## config.mk

```make
export PLATFORM = sky130hd
export DESIGN_NAME = inst_fetch_ctrl_flat
export DESIGN_NICKNAME = d
export VERILOG_FILES = /design/src/rtl/fetch_pkg.sv /design/src/rtl/inst_fetch_ctrl_if.sv /design/src/rtl/fetch_pc_gen.sv /design/src/rtl/inst_fetch_ctrl.sv /design/src/flat_wrapper.sv
export SDC_FILE = /design/constraint.sdc
export NUM_CORES = 1
export LEC_CHECK = 0
export ABC_AREA = 1
export CAP_MARGIN = 20
export CORE_MARGIN = 8
export CORE_UTILIZATION = 40
export CTS_CLUSTER_SIZE = 30
export DETAILED_ROUTE_END_ITERATION = 10
export PLACE_DENSITY_LB_ADDON = 0.12
export SETUP_SLACK_MARGIN = 0.02
export SLEW_MARGIN = 20
export SYNTH_ARGS = -nofsm -noshare
export SYNTH_HDL_FRONTEND = slang
export SYNTH_SLANG_ARGS = --single-unit
```

## constraint.sdc

```tcl
create_clock -name clk -period 8.7 [get_ports clk]
set_clock_uncertainty 0.05 [all_clocks]
set_input_delay 2.175 -clock clk [delete_from_list [all_inputs] [get_ports clk]]
set_output_delay 2.175 -clock clk [all_outputs]
set_load 0.01 [all_outputs]
```

## src/rtl/fetch_pkg.sv

```systemverilog
// Shared types and constants for the instruction fetch controller.
package fetch_pkg;

    typedef enum logic [1:0] {
        BOOT  = 2'd0,
        FETCH = 2'd1,
        HALT  = 2'd2
    } fetch_state_e;

    // addi x0,x0,0
    localparam logic [31:0] NOP_INST = 32'h0000_0013;

    typedef struct packed {
        logic [31:0] pc;
        logic [31:0] inst;
        logic        fault;
    } fetch_bundle_t;

endpackage

```

## src/rtl/inst_fetch_ctrl_if.sv

```systemverilog
// Valid/ready stream of fetched {pc, inst, fault} from fetch to decode.
interface inst_fetch_ctrl_if;
    import fetch_pkg::*;

    logic        if_valid;
    logic        if_ready;
    logic [31:0] if_pc;
    logic [31:0] if_inst;
    logic        if_fault;

    modport master (output if_valid, if_pc, if_inst, if_fault, input if_ready);
    modport slave  (input if_valid, if_pc, if_inst, if_fault, output if_ready);

endinterface

```

## src/rtl/fetch_pc_gen.sv

```systemverilog
// PC register with +4 advance, word-aligned redirect and ROM range check.
module fetch_pc_gen
    import fetch_pkg::*;
#(
    parameter int unsigned MEM_WORDS = 256,
    parameter logic [31:0] RESET_PC  = 32'h0000_0000
) (
    input  logic        clk,
    input  logic        rst,
    input  logic        advance_i,
    input  logic        redirect_i,
    input  logic [29:0] redirect_word_i,
    output logic [31:0] pc_o,
    output logic        in_range_o
);

    logic [31:0] pc_q, pc_d;

    // Redirect always wins over the sequential advance.
    always_comb begin
        pc_d = pc_q;
        if (redirect_i) begin
            pc_d = {redirect_word_i, 2'b00};
        end else if (advance_i) begin
            pc_d = pc_q + 32'd4;
        end
    end

    always_ff @(posedge clk or posedge rst) begin
        if (rst) begin
            pc_q <= RESET_PC;
        end else begin
            pc_q <= pc_d;
        end
    end

    assign pc_o       = pc_q;
    assign in_range_o = ({2'b00, pc_q[31:2]} < MEM_WORDS);

endmodule

```

## src/rtl/inst_fetch_ctrl.sv

```systemverilog
// Instruction fetch sequencer: drives the ROM, registers its output, presents it to decode.
// state | meaning
// BOOT  | one idle cycle after reset, ROM not read
// FETCH | normal fetching, one word per cycle when decode keeps up
// HALT  | no fetching; pending entry still presented until accepted
module inst_fetch_ctrl
    import fetch_pkg::*;
#(
    parameter int unsigned MEM_WORDS = 256,
    parameter logic [31:0] RESET_PC  = 32'h0000_0000,
    parameter logic [31:0] NOP_INST  = fetch_pkg::NOP_INST
) (
    input  logic               clk,
    input  logic               rst,
    output logic               read_enable_cpu,
    output logic [31:0]        cpu_addr,
    input  logic [31:0]        cpu_inst,
    input  logic               redirect_valid,
    input  logic [31:0]        redirect_pc,
    input  logic               halt_req,
    input  logic               resume,
    inst_fetch_ctrl_if.master  dec,
    output logic               halted,
    output logic               misalign_err
);

    localparam logic [1:0] S_BOOT  = BOOT;
    localparam logic [1:0] S_FETCH = FETCH;
    localparam logic [1:0] S_HALT  = HALT;

    logic [1:0]    state_q, state_d;
    fetch_bundle_t bundle_q, bundle_d;
    logic          valid_q, valid_d;
    logic          misalign_q, misalign_d;
    logic [31:0]   pc;
    logic          in_range;
    logic          redir_en, redir_mis, load;

    assign redir_en  = redirect_valid && (state_q != S_BOOT);
    assign redir_mis = redir_en && (redirect_pc[1:0] != 2'b00);
    assign load      = (state_q == S_FETCH) && (!valid_q || dec.if_ready)
                       && !redirect_valid && !halt_req;

    fetch_pc_gen #(
        .MEM_WORDS (MEM_WORDS),
        .RESET_PC  (RESET_PC)
    ) u_pc_gen (
        .clk             (clk),
        .rst             (rst),
        .advance_i       (load),
        .redirect_i      (redir_en),
        .redirect_word_i (redirect_pc[31:2]),
        .pc_o            (pc),
        .in_range_o      (in_range)
    );

    always_comb begin
        state_d = state_q;
        case (state_q)
            S_BOOT:  state_d = S_FETCH;
            S_FETCH: if (halt_req || redir_mis) state_d = S_HALT;
            S_HALT:  if (resume && !halt_req && !redir_en) state_d = S_FETCH;
            default: state_d = S_BOOT;
        endcase
    end

    always_comb begin
        bundle_d = bundle_q;
        if (load) begin
            bundle_d.pc    = pc;
            bundle_d.inst  = in_range ? cpu_inst : NOP_INST;
            bundle_d.fault = !in_range;
        end
    end

    // A redirect flushes the presented entry even while decode is stalled.
    always_comb begin
        valid_d = valid_q;
        if (redir_en) begin
            valid_d = 1'b0;
        end else if (load) begin
            valid_d = 1'b1;
        end else if (dec.if_ready) begin
            valid_d = 1'b0;
        end
    end

    assign misalign_d = misalign_q | redir_mis;

    always_ff @(posedge clk or posedge rst) begin
        if (rst) begin
            state_q    <= S_BOOT;
            bundle_q   <= '{pc: 32'h0, inst: NOP_INST, fault: 1'b0};
            valid_q    <= 1'b0;
            misalign_q <= 1'b0;
        end else begin
            state_q    <= state_d;
            bundle_q   <= bundle_d;
            valid_q    <= valid_d;
            misalign_q <= misalign_d;
        end
    end

    assign read_enable_cpu = load;
    assign cpu_addr        = pc;
    assign dec.if_valid    = valid_q;
    assign dec.if_pc       = bundle_q.pc;
    assign dec.if_inst     = bundle_q.inst;
    assign dec.if_fault    = bundle_q.fault;
    assign halted          = (state_q == S_HALT);
    assign misalign_err    = misalign_q;

endmodule
```

## src/flat_wrapper.sv

```systemverilog
// flat-port wrapper written by rule: the top's interface ports become plain ports
module inst_fetch_ctrl_flat import fetch_pkg::*;
#(
    parameter int unsigned MEM_WORDS = 256,
    parameter logic [31:0] RESET_PC  = 32'h0000_0000,
    parameter logic [31:0] NOP_INST  = fetch_pkg::NOP_INST
)
  (clk, rst, read_enable_cpu, cpu_addr, cpu_inst, redirect_valid, redirect_pc, halt_req, resume, halted, misalign_err, dec_if_valid, dec_if_pc, dec_if_inst, dec_if_fault, dec_if_ready);
  inst_fetch_ctrl_if dec_i ();
  input  logic clk;
  input  logic rst;
  output logic read_enable_cpu;
  output logic [31:0] cpu_addr;
  input  logic [31:0] cpu_inst;
  input  logic redirect_valid;
  input  logic [31:0] redirect_pc;
  input  logic halt_req;
  input  logic resume;
  output logic halted;
  output logic misalign_err;
  output wire logic [$bits(dec_i.if_valid)-1:0] dec_if_valid;
  output wire logic [$bits(dec_i.if_pc)-1:0] dec_if_pc;
  output wire logic [$bits(dec_i.if_inst)-1:0] dec_if_inst;
  output wire logic [$bits(dec_i.if_fault)-1:0] dec_if_fault;
  input wire logic [$bits(dec_i.if_ready)-1:0] dec_if_ready;
  assign dec_if_valid = dec_i.if_valid;
  assign dec_if_pc = dec_i.if_pc;
  assign dec_if_inst = dec_i.if_inst;
  assign dec_if_fault = dec_i.if_fault;
  assign dec_i.if_ready = dec_if_ready;
  inst_fetch_ctrl #(.MEM_WORDS(MEM_WORDS), .RESET_PC(RESET_PC), .NOP_INST(NOP_INST)) u_core (.clk(clk), .rst(rst), .read_enable_cpu(read_enable_cpu), .cpu_addr(cpu_addr), .cpu_inst(cpu_inst), .redirect_valid(redirect_valid), .redirect_pc(redirect_pc), .halt_req(halt_req), .resume(resume), .dec(dec_i), .halted(halted), .misalign_err(misalign_err));
endmodule
```

==> impl_metrics.toml, run 1 <==
[synth]
synth_ff_type = "dfrtp_1"
yosys_warnings = 0
avgSynthCellArea_um2 = 7.06
synth_area_leaders = "dfrtp_1 47%, nand2_1 18%, nand3_1 10%"
synth_edf_count = 0
netlist_area_um2 = 5020
ys_seq_elements = 97
yosysTopAreaCell = "dfrtp_1"
synth_cell_types = 25
ys_async_sr_fraction = 1.00
ys_seq_area_frac = 0.484
yosysMostFrequentCell = "nand2_1"
synth_top_cell_area_share = 0.468
syn_inst = 712
synth_common_cells = "238 x nand2_1, 126 x nor2_1, 101 x nand3_1, 94 x dfrtp_1, 64 x inv_1"

[routing]
drt_wl_total_um = 16100
drc = 0
drtIter0Drc = 327
num_vias = 5100
antenna_left = 0
wire_per_inst_um = 15.4
dr.pass1.iters = 4
viasPerCell = 4.90

[die]
die_area_um2 = 16400
die_x_um = 128
initial_utilization = 0.403
core_area_um2 = 12500
io-pin-count = 171
num_rows = 41
die_h_um = 128

[power_and_ir_drop]
power_density_nw_per_um2 = 292
power_mw = 2.07
leakage_nw = 3.34
ir_worst_vdd_uv = 156

[final_layout]
final_util = 0.570
antennaDiodeCount = 0
drive_above_1_share = 0.0403
area.growth.synth_to_final_pct = 41.5
fin_nets = 935
final_area_um2 = 7110
nFillCells = 1219
layout.cells.non_filler = 1040

[timing]
relSlewSlack = 0.332
fin_setup_tns_ns = 0
period_minus_slack_ns = 5.74
fin_crit_sh = 0.659
max_freq_ghz = 0.174
slew_violations = 0
rsz0062_at_grt = "no"
hold_viol = 0
tightest_slew_ns = 0.995
setup_viol = 0

[placement]
place.gp.congestion = 0.898
placed_cells = 1025
dpl.hpwl_um = 11600
placed_cell_area_um2 = 6790
port_buffers = 166

[hold_path]
hold_path_class = "reg2reg"

[clocking]
clock-root-buffer = "clkbuf_16"
postCtsHoldBufs = 0
cts_buffer_depth = 2
cts_setup_buffers = 0
tritoncts = "yes"
htreeDepth = 3
clk_pin_slew_ns = 0.07
clkSinkCount = 97
cts_resized = 0
cts_buffers = 9
clk_latency_ns = 0.35

[worst_setup_path]
cp_slowest_stage_delay_ns = 0.55
worstPathArrival_ns = 3.51
crit_chain = "clkdlybuf4s50_1, inv_1, nand2_1, nand2_1, nor2_4, clkdlybuf4s50_1"
path_class = "in2out"
cp-end-kind = "output pin"
crit_path_start_kind = "input port"
required_ns = 6.48
cpMaxStageDelayCell = "clkdlybuf4s50_1"
worstPathMaxFanout = 2

[global_routing]
grt_max_degree = 114
grt_pass1_vias = 5141
grt_usage = 0.202
grt_first_pass_wirelength_um = 26200
antenna_found_initial = 1
grt_overflow = 0

[flow_run]
maxCapViolations = 0

[run_status]
status = "finished clean"
metal layers:
layer / track usage / vias to the layer above / routed length, um
li1: - / 2516 / -
met1: 0.244 / 2390 / 6600
met2: 0.326 / 169 / 7800
met3: 0.0720 / 23 / 1370
met4: 0.0706 / 2 / 283
met5: 0 / - / 10
per-stage QoR:
stage | hold slack [ns] | setup slack, ns
floorplan | 0.451 | 3.78
global placement | 0.404 | 2.98
detailed placement | 0.415 | 2.96
CTS | 0.434 | 2.95
global route | 0.460 | 2.89
finish | 0.430 | 2.96
critical path: cells and delay by family:
family / cells / cell delay [ns]
simple gates: 3 / 0.28
buf+inv: 3 / 1.06
state kept, by name, indices dropped and copies added, names as in the netlist:
register              flops
u_core.dec.if_fault       1
u_core.state_q            2
u_core.dec.if_pc         30
u_core.dec.if_valid       1
u_core.dec.if_inst       32
u_core.u_pc_gen.pc_o     30
u_core.misalign_err       1
report_power, final:
part | leakage [nW] | switching, mW | internal (mW)
clock | 0.152 | 0.179 | 0.252
sequential | 1.22 | 0.174 | 0.599
combinational | 1.97 | 0.452 | 0.417
kinds of logic after synthesis:
kind of cell / count (synthesis) / synth area share
buffers and inverters: 98 / 0.0844
AO/OA/AOI/OAI: 34 / 0.0359
AND/OR/NAND/NOR: 481 / 0.393
other: 1 / 0.000746
flip-flops: 97 / 0.484
adder cells (fa/ha/maj): 1 / 0.00249
cell usage in the layout, fill, tap and decap left out, types with 2 or more instances in the layout:
cell type	count
a21oi_1	5
and2_1	2
buf_4	3
bufinv_16	2
clkbuf_16	9
clkdlybuf4s50_1	166
clkinv_1	2
conb_1	4
dfrtp_1	94
dfstp_2	3
inv_1	62
inv_6	2
nand2_1	237
nand3_1	101
nand4_1	5
nor2_1	125
nor2_2	5
nor2_4	2
o211ai_1	2
o21a_1	2
o21ai_0	17
o21ai_1	7
or2_2	2
worst paths after layout:
path	to	from	cells after the start	slack, ns
max	read_enable_cpu	dec_if_ready	6	2.96
min	u_core.dec.if_inst[26]	u_core.dec.if_inst[26]	2	0.43
max reg2reg	u_core.state_q[1]	u_core.state_q[0]	6	6.51
min reg2reg	u_core.dec.if_inst[26]	u_core.dec.if_inst[26]	2	0.43
max in group asynchronous	u_core.u_pc_gen.pc_o[24]	rst	3	5.24
min in group asynchronous	u_core.dec.if_inst[12]	rst	2	2.11
cell type report:
| class | instances | area [um2] | area share |
|---|---|---|---|
| clock buffers | 9 | 225 | 0.0317 |
| repair buffers | 170 | 1700 | 0.238 |
| flip-flops and latches | 97 | 2430 | 0.342 |
| inverters | 66 | 250 | 0.0352 |
| well taps | 172 | 215 | 0.0303 |
| clock inverters | 6 | 90.1 | 0.0127 |
| multi-input cells | 520 | 2200 | 0.310 |
No activity file was read; power rests on OpenSTA's default activity.
==> run 2: changes to the inputs <==
Clock period 8.7 ns to 5.74 ns, I/O delays scaled along.
==> impl_metrics.toml, run 2 (same netlist as run 1, synthesis figures left out) <==
[final_layout]
nFillCells = 1221
final_area_um2 = 7110
area.growth.synth_to_final_pct = 41.6
antennaDiodeCount = 0
layout.cells.non_filler = 1042
fin_nets = 936
largest_reg_flops = 32
layout_commonest_cell = "nand2_1"
drive_above_1_share = 0.0402
final_cell_mix = "237 x nand2_1, 166 x clkdlybuf4s50_1, 125 x nor2_1"

[timing]
max_freq_ghz = 0.234
relSlewSlack = 0.445
fin_crit_sh = 0.744
hold_viol = 0
fin_setup_tns_ns = 0
period_minus_slack_ns = 4.27
tightest_slew_ns = 0.832
setup_viol = 0
hold_ws_ns = 0.425
slew_violations = 0
rsz0062_at_grt = "no"

[routing]
drt_wl_total_um = 15800
wl_met3_um = 1440
wl_met1_um = 6610
antenna_left = 0
drc = 0
dr.pass1.iters = 5
drtIter0Drc = 293
viasPerCell = 4.80
num_vias = 5001
dr_wl_met2_um = 7580
wire_per_inst_um = 15.2
highest_layer = "met5"

[worst_setup_path]
r2r_end = "u_core.u_pc_gen.pc_o[22]"
reg2reg_depth = 8
regToRegSetupSlack_ns = 3.61
cp-end-kind = "output pin"
worstPathMaxFanout = 2
cp-startpoint = "dec_if_ready"
worstPathArrival_ns = 2.79
endpoint = "read_enable_cpu"
crit_path_start_kind = "input port"
required_ns = 4.26
reg2reg_from = "u_core.state_q[1]"
path_class = "in2out"

[clocking]
cts_setup_buffers = 0
cts_buffer_depth = 2
clock-root-buffer = "clkbuf_16"
clk_latency_ns = 0.35
cts_resized = 0
postCtsHoldBufs = 0
clk_pin_slew_ns = 0.07
htreeDepth = 3
tritoncts = "yes"
clkSinkCount = 97
cts_buffers = 9

[global_routing]
grt_pass1_vias = 5065
grt_first_pass_wirelength_um = 25500
grt_max_degree = 67
antenna_found_initial = 1
grt_overflow = 0
grt_usage = 0.197

[power_and_ir_drop]
ir_worst_vdd_uv = 249
leakage_nw = 3.35
power_density_nw_per_um2 = 440

[placement]
port_buffers = 166
placed_cells = 1026
place.gp.congestion = 0.891
placed_cell_area_um2 = 6800
dpl.hpwl_um = 11600

[hold_path]
hold_path_class = "reg2reg"

[die]
core_area_um2 = 12500
die_h_um = 128
die_area_um2 = 16400
initial_utilization = 0.403
die_x_um = 128
num_rows = 41
io-pin-count = 171

[run_status]
status = "finished clean"

[flow_run]
maxCapViolations = 0
[run 2: cell count changes in the layout (fill, tap and decap cells not counted)]
| cell | before | now |
|---|---|---|
| buf_4 | 3 | 5 |
| clkbuf_1 | 0 | 2 |
| inv_6 | 2 | 0 |
| buf_6 | 1 | 0 |
| clkinv_1 | 2 | 1 |
| clkinv_4 | 0 | 1 |
| inv_1 | 62 | 63 |
[run 2: how the worst min path moves through the flow]
| stage | start | endpoint | slack (ns) | depth (start not counted) |
|---|---|---|---|---|
| after CTS | u_core.misalign_err | u_core.misalign_err | 0.43 | 2 |
| after detailed placement | u_core.misalign_err | u_core.misalign_err | 0.40 | 2 |
| final | u_core.misalign_err | u_core.misalign_err | 0.43 | 2 |
| after floorplan | u_core.misalign_err | u_core.misalign_err | 0.45 | 2 |
| after global placement | u_core.misalign_err | u_core.misalign_err | 0.40 | 2 |
| after global routing | u_core.dec.if_inst[15] | u_core.dec.if_inst[15] | 0.45 | 2 |
[run 2: critical path, cell delays in order]
cell,delay (ns)
clkdlybuf4s50_1,0.47
inv_1,0.06
nand2_1,0.07
nand2_1,0.08
nor2_4,0.12
clkdlybuf4s50_1,0.56
[run 2: layout make-up]
type	count	area (um2)	area share
sequential	97	2430	0.342
multi-input combinational	520	2200	0.310
timing repair buffer	171	1700	0.239
inverter	66	250	0.0352
clock buffer	11	233	0.0327
tap	172	215	0.0303
clock inverter	5	81.3	0.0114
[run 2: stage by stage]
step | utilization | setup WS, ns | power, mW
finish | 0.571 | 1.47 | 3.13
floorplan | - | 1.73 | 1.79
global placement | 0.545 | 1.50 | 2.48
detailed placement | 0.545 | 1.48 | 2.51
CTS | 0.571 | 1.47 | 3.17
global route | 0.571 | 1.42 | 3.37
[run 2: where the power goes]
part	leakage, nW	internal (mW)	switching (mW)
Sequential	1.22	0.909	0.261
Clock	0.150	0.383	0.267
Combinational	1.98	0.634	0.681
Total	3.35	1.92	1.21
[run 2: layer usage]
layer  track usage  up-vias
li1              -     2519
met1         0.224     2313
met2         0.335      149
met3        0.0803       18
met4        0.0545        2
met5             0        -
==> run 3: changes to the inputs <==
Clock period 5.74 ns to 3.6 ns, I/O delays scaled along.
==> impl_metrics.toml, run 3 (same netlist as run 1, synthesis figures left out) <==
[routing]
wire_per_inst_um = 15.1
viasPerCell = 4.88
drt_wl_total_um = 15800
antenna_left = 0
drc = 0
drtIter0Drc = 346
num_vias = 5096
dr.pass1.iters = 5

[placement]
dpl.hpwl_um = 11600
place.gp.congestion = 0.914
port_buffers = 166

[worst_setup_path]
crit_chain = "clkdlybuf4s50_1, inv_1, nand2_1, nand2_1, nor2_4, clkdlybuf4s50_1"
worstPathArrival_ns = 2.21
required_ns = 2.65
path_class = "in2out"
worstPathMaxFanout = 2
cp_slowest_stage_delay_ns = 0.54
crit_path_start_kind = "input port"
cp-end-kind = "output pin"
cpMaxStageDelayCell = "clkdlybuf4s50_1"
crit_family = "buffers and inverters"
path_buf_inv = 3

[hold_path]
hold_path_class = "reg2reg"

[final_layout]
largest_reg_flops = 32
layout_commonest_cell = "nand2_1"
drive_above_1_share = 0.0458
regArea_um2 = 2430
final_util = 0.571
fin_nets = 939
nFillCells = 1222
antennaDiodeCount = 0
final_cell_mix = "237 x nand2_1, 166 x clkdlybuf4s50_1, 125 x nor2_1"
multi_input_area_um2 = 2200
area.growth.synth_to_final_pct = 41.7

[die]
die_x_um = 128
core_area_um2 = 12500
num_rows = 41
io-pin-count = 171
initial_utilization = 0.403
die_area_um2 = 16400
die_h_um = 128

[clocking]
cts_buffers = 9
clk_latency_ns = 0.35
cts_resized = 0
cts_buffer_depth = 2
tritoncts = "yes"
htreeDepth = 3
clkSinkCount = 97
postCtsHoldBufs = 0
clk_pin_slew_ns = 0.07
clock-root-buffer = "clkbuf_16"
cts_setup_buffers = 0

[timing]
slew_violations = 0
setup_viol = 0
rsz0062_at_grt = "no"
relSlewSlack = 0.536
max_freq_ghz = 0.316
tightest_slew_ns = 0.695
fin_crit_sh = 0.878
hold_viol = 0
hold_ws_ns = 0.429
period_minus_slack_ns = 3.16
fin_setup_tns_ns = 0

[power_and_ir_drop]
leakage_nw = 3.36
ir_worst_vdd_uv = 454
power_density_nw_per_um2 = 691

[global_routing]
grt_max_degree = 70
grt_overflow = 0
grt_pass1_vias = 5033
grt_first_pass_wirelength_um = 25600
grt_usage = 0.197
antenna_found_initial = 1

[flow_run]
maxCapViolations = 0

[run_status]
status = "finished clean"
run 3: changes by cell type in the layout (fill, tap and decap cells not counted), sizes merged:
| cell | delta |
|---|---|
| inv | +2 |
| buf | +3 |
| bufinv | -2 |
run 3: through the flow:
step	setup slack [ns]	total power [mW]	cells	cell area (um2)
after detailed placement	0.439	4.01	1029	6830
after global routing	0.385	5.28	1045	7120
after global placement	0.415	3.96	1029	6830
after floorplan	0.121	2.86	715	5030
after CTS	0.428	4.97	1045	7120
final	0.438	4.92	1045	7120
run 3: layout make-up:
cell class | count | area share
clock buffer | 11 | 0.0355
clock inverter | 5 | 0.00492
inverter | 66 | 0.0352
multi-input combinational | 520 | 0.309
sequential | 97 | 0.342
tap | 172 | 0.0302
timing repair buffer | 174 | 0.244
run 3: power by group:
group          internal [mW]  leakage, nW  switching, mW
clock                  0.510        0.142          0.437
sequential              1.45         1.22          0.429
combinational           1.02         2.00           1.08
run 3: routing by layer:
layer / GRT usage / up-vias / share of wire
met5: 0 / - / 0.00063
met4: 0.0678 / 2 / 0.014
met3: 0.0603 / 16 / 0.082
met2: 0.326 / 173 / 0.48
met1: 0.237 / 2382 / 0.42
li1: - / 2523 / -
run 3: worst min-delay path, stage by stage (launching register included):
cell	delay, ns
dfrtp_1	0.35
inv_1	0.04
nand2_1	0.06
run 3: path summary, 6_finish.rpt:
kind,end,startpoint,cells after the start,slack [ns]
worst max-delay path,read_enable_cpu,dec_if_ready,6,0.44
worst min-delay path,u_core.misalign_err,u_core.misalign_err,2,0.43
worst max register to register,u_core.u_pc_gen.pc_o[8],u_core.state_q[1],9,1.69
worst min register to register,u_core.misalign_err,u_core.misalign_err,2,0.43
max in group asynchronous,u_core.dec.if_inst[1],rst,3,1.90
min in group asynchronous,u_core.dec.if_inst[6],rst,2,0.84
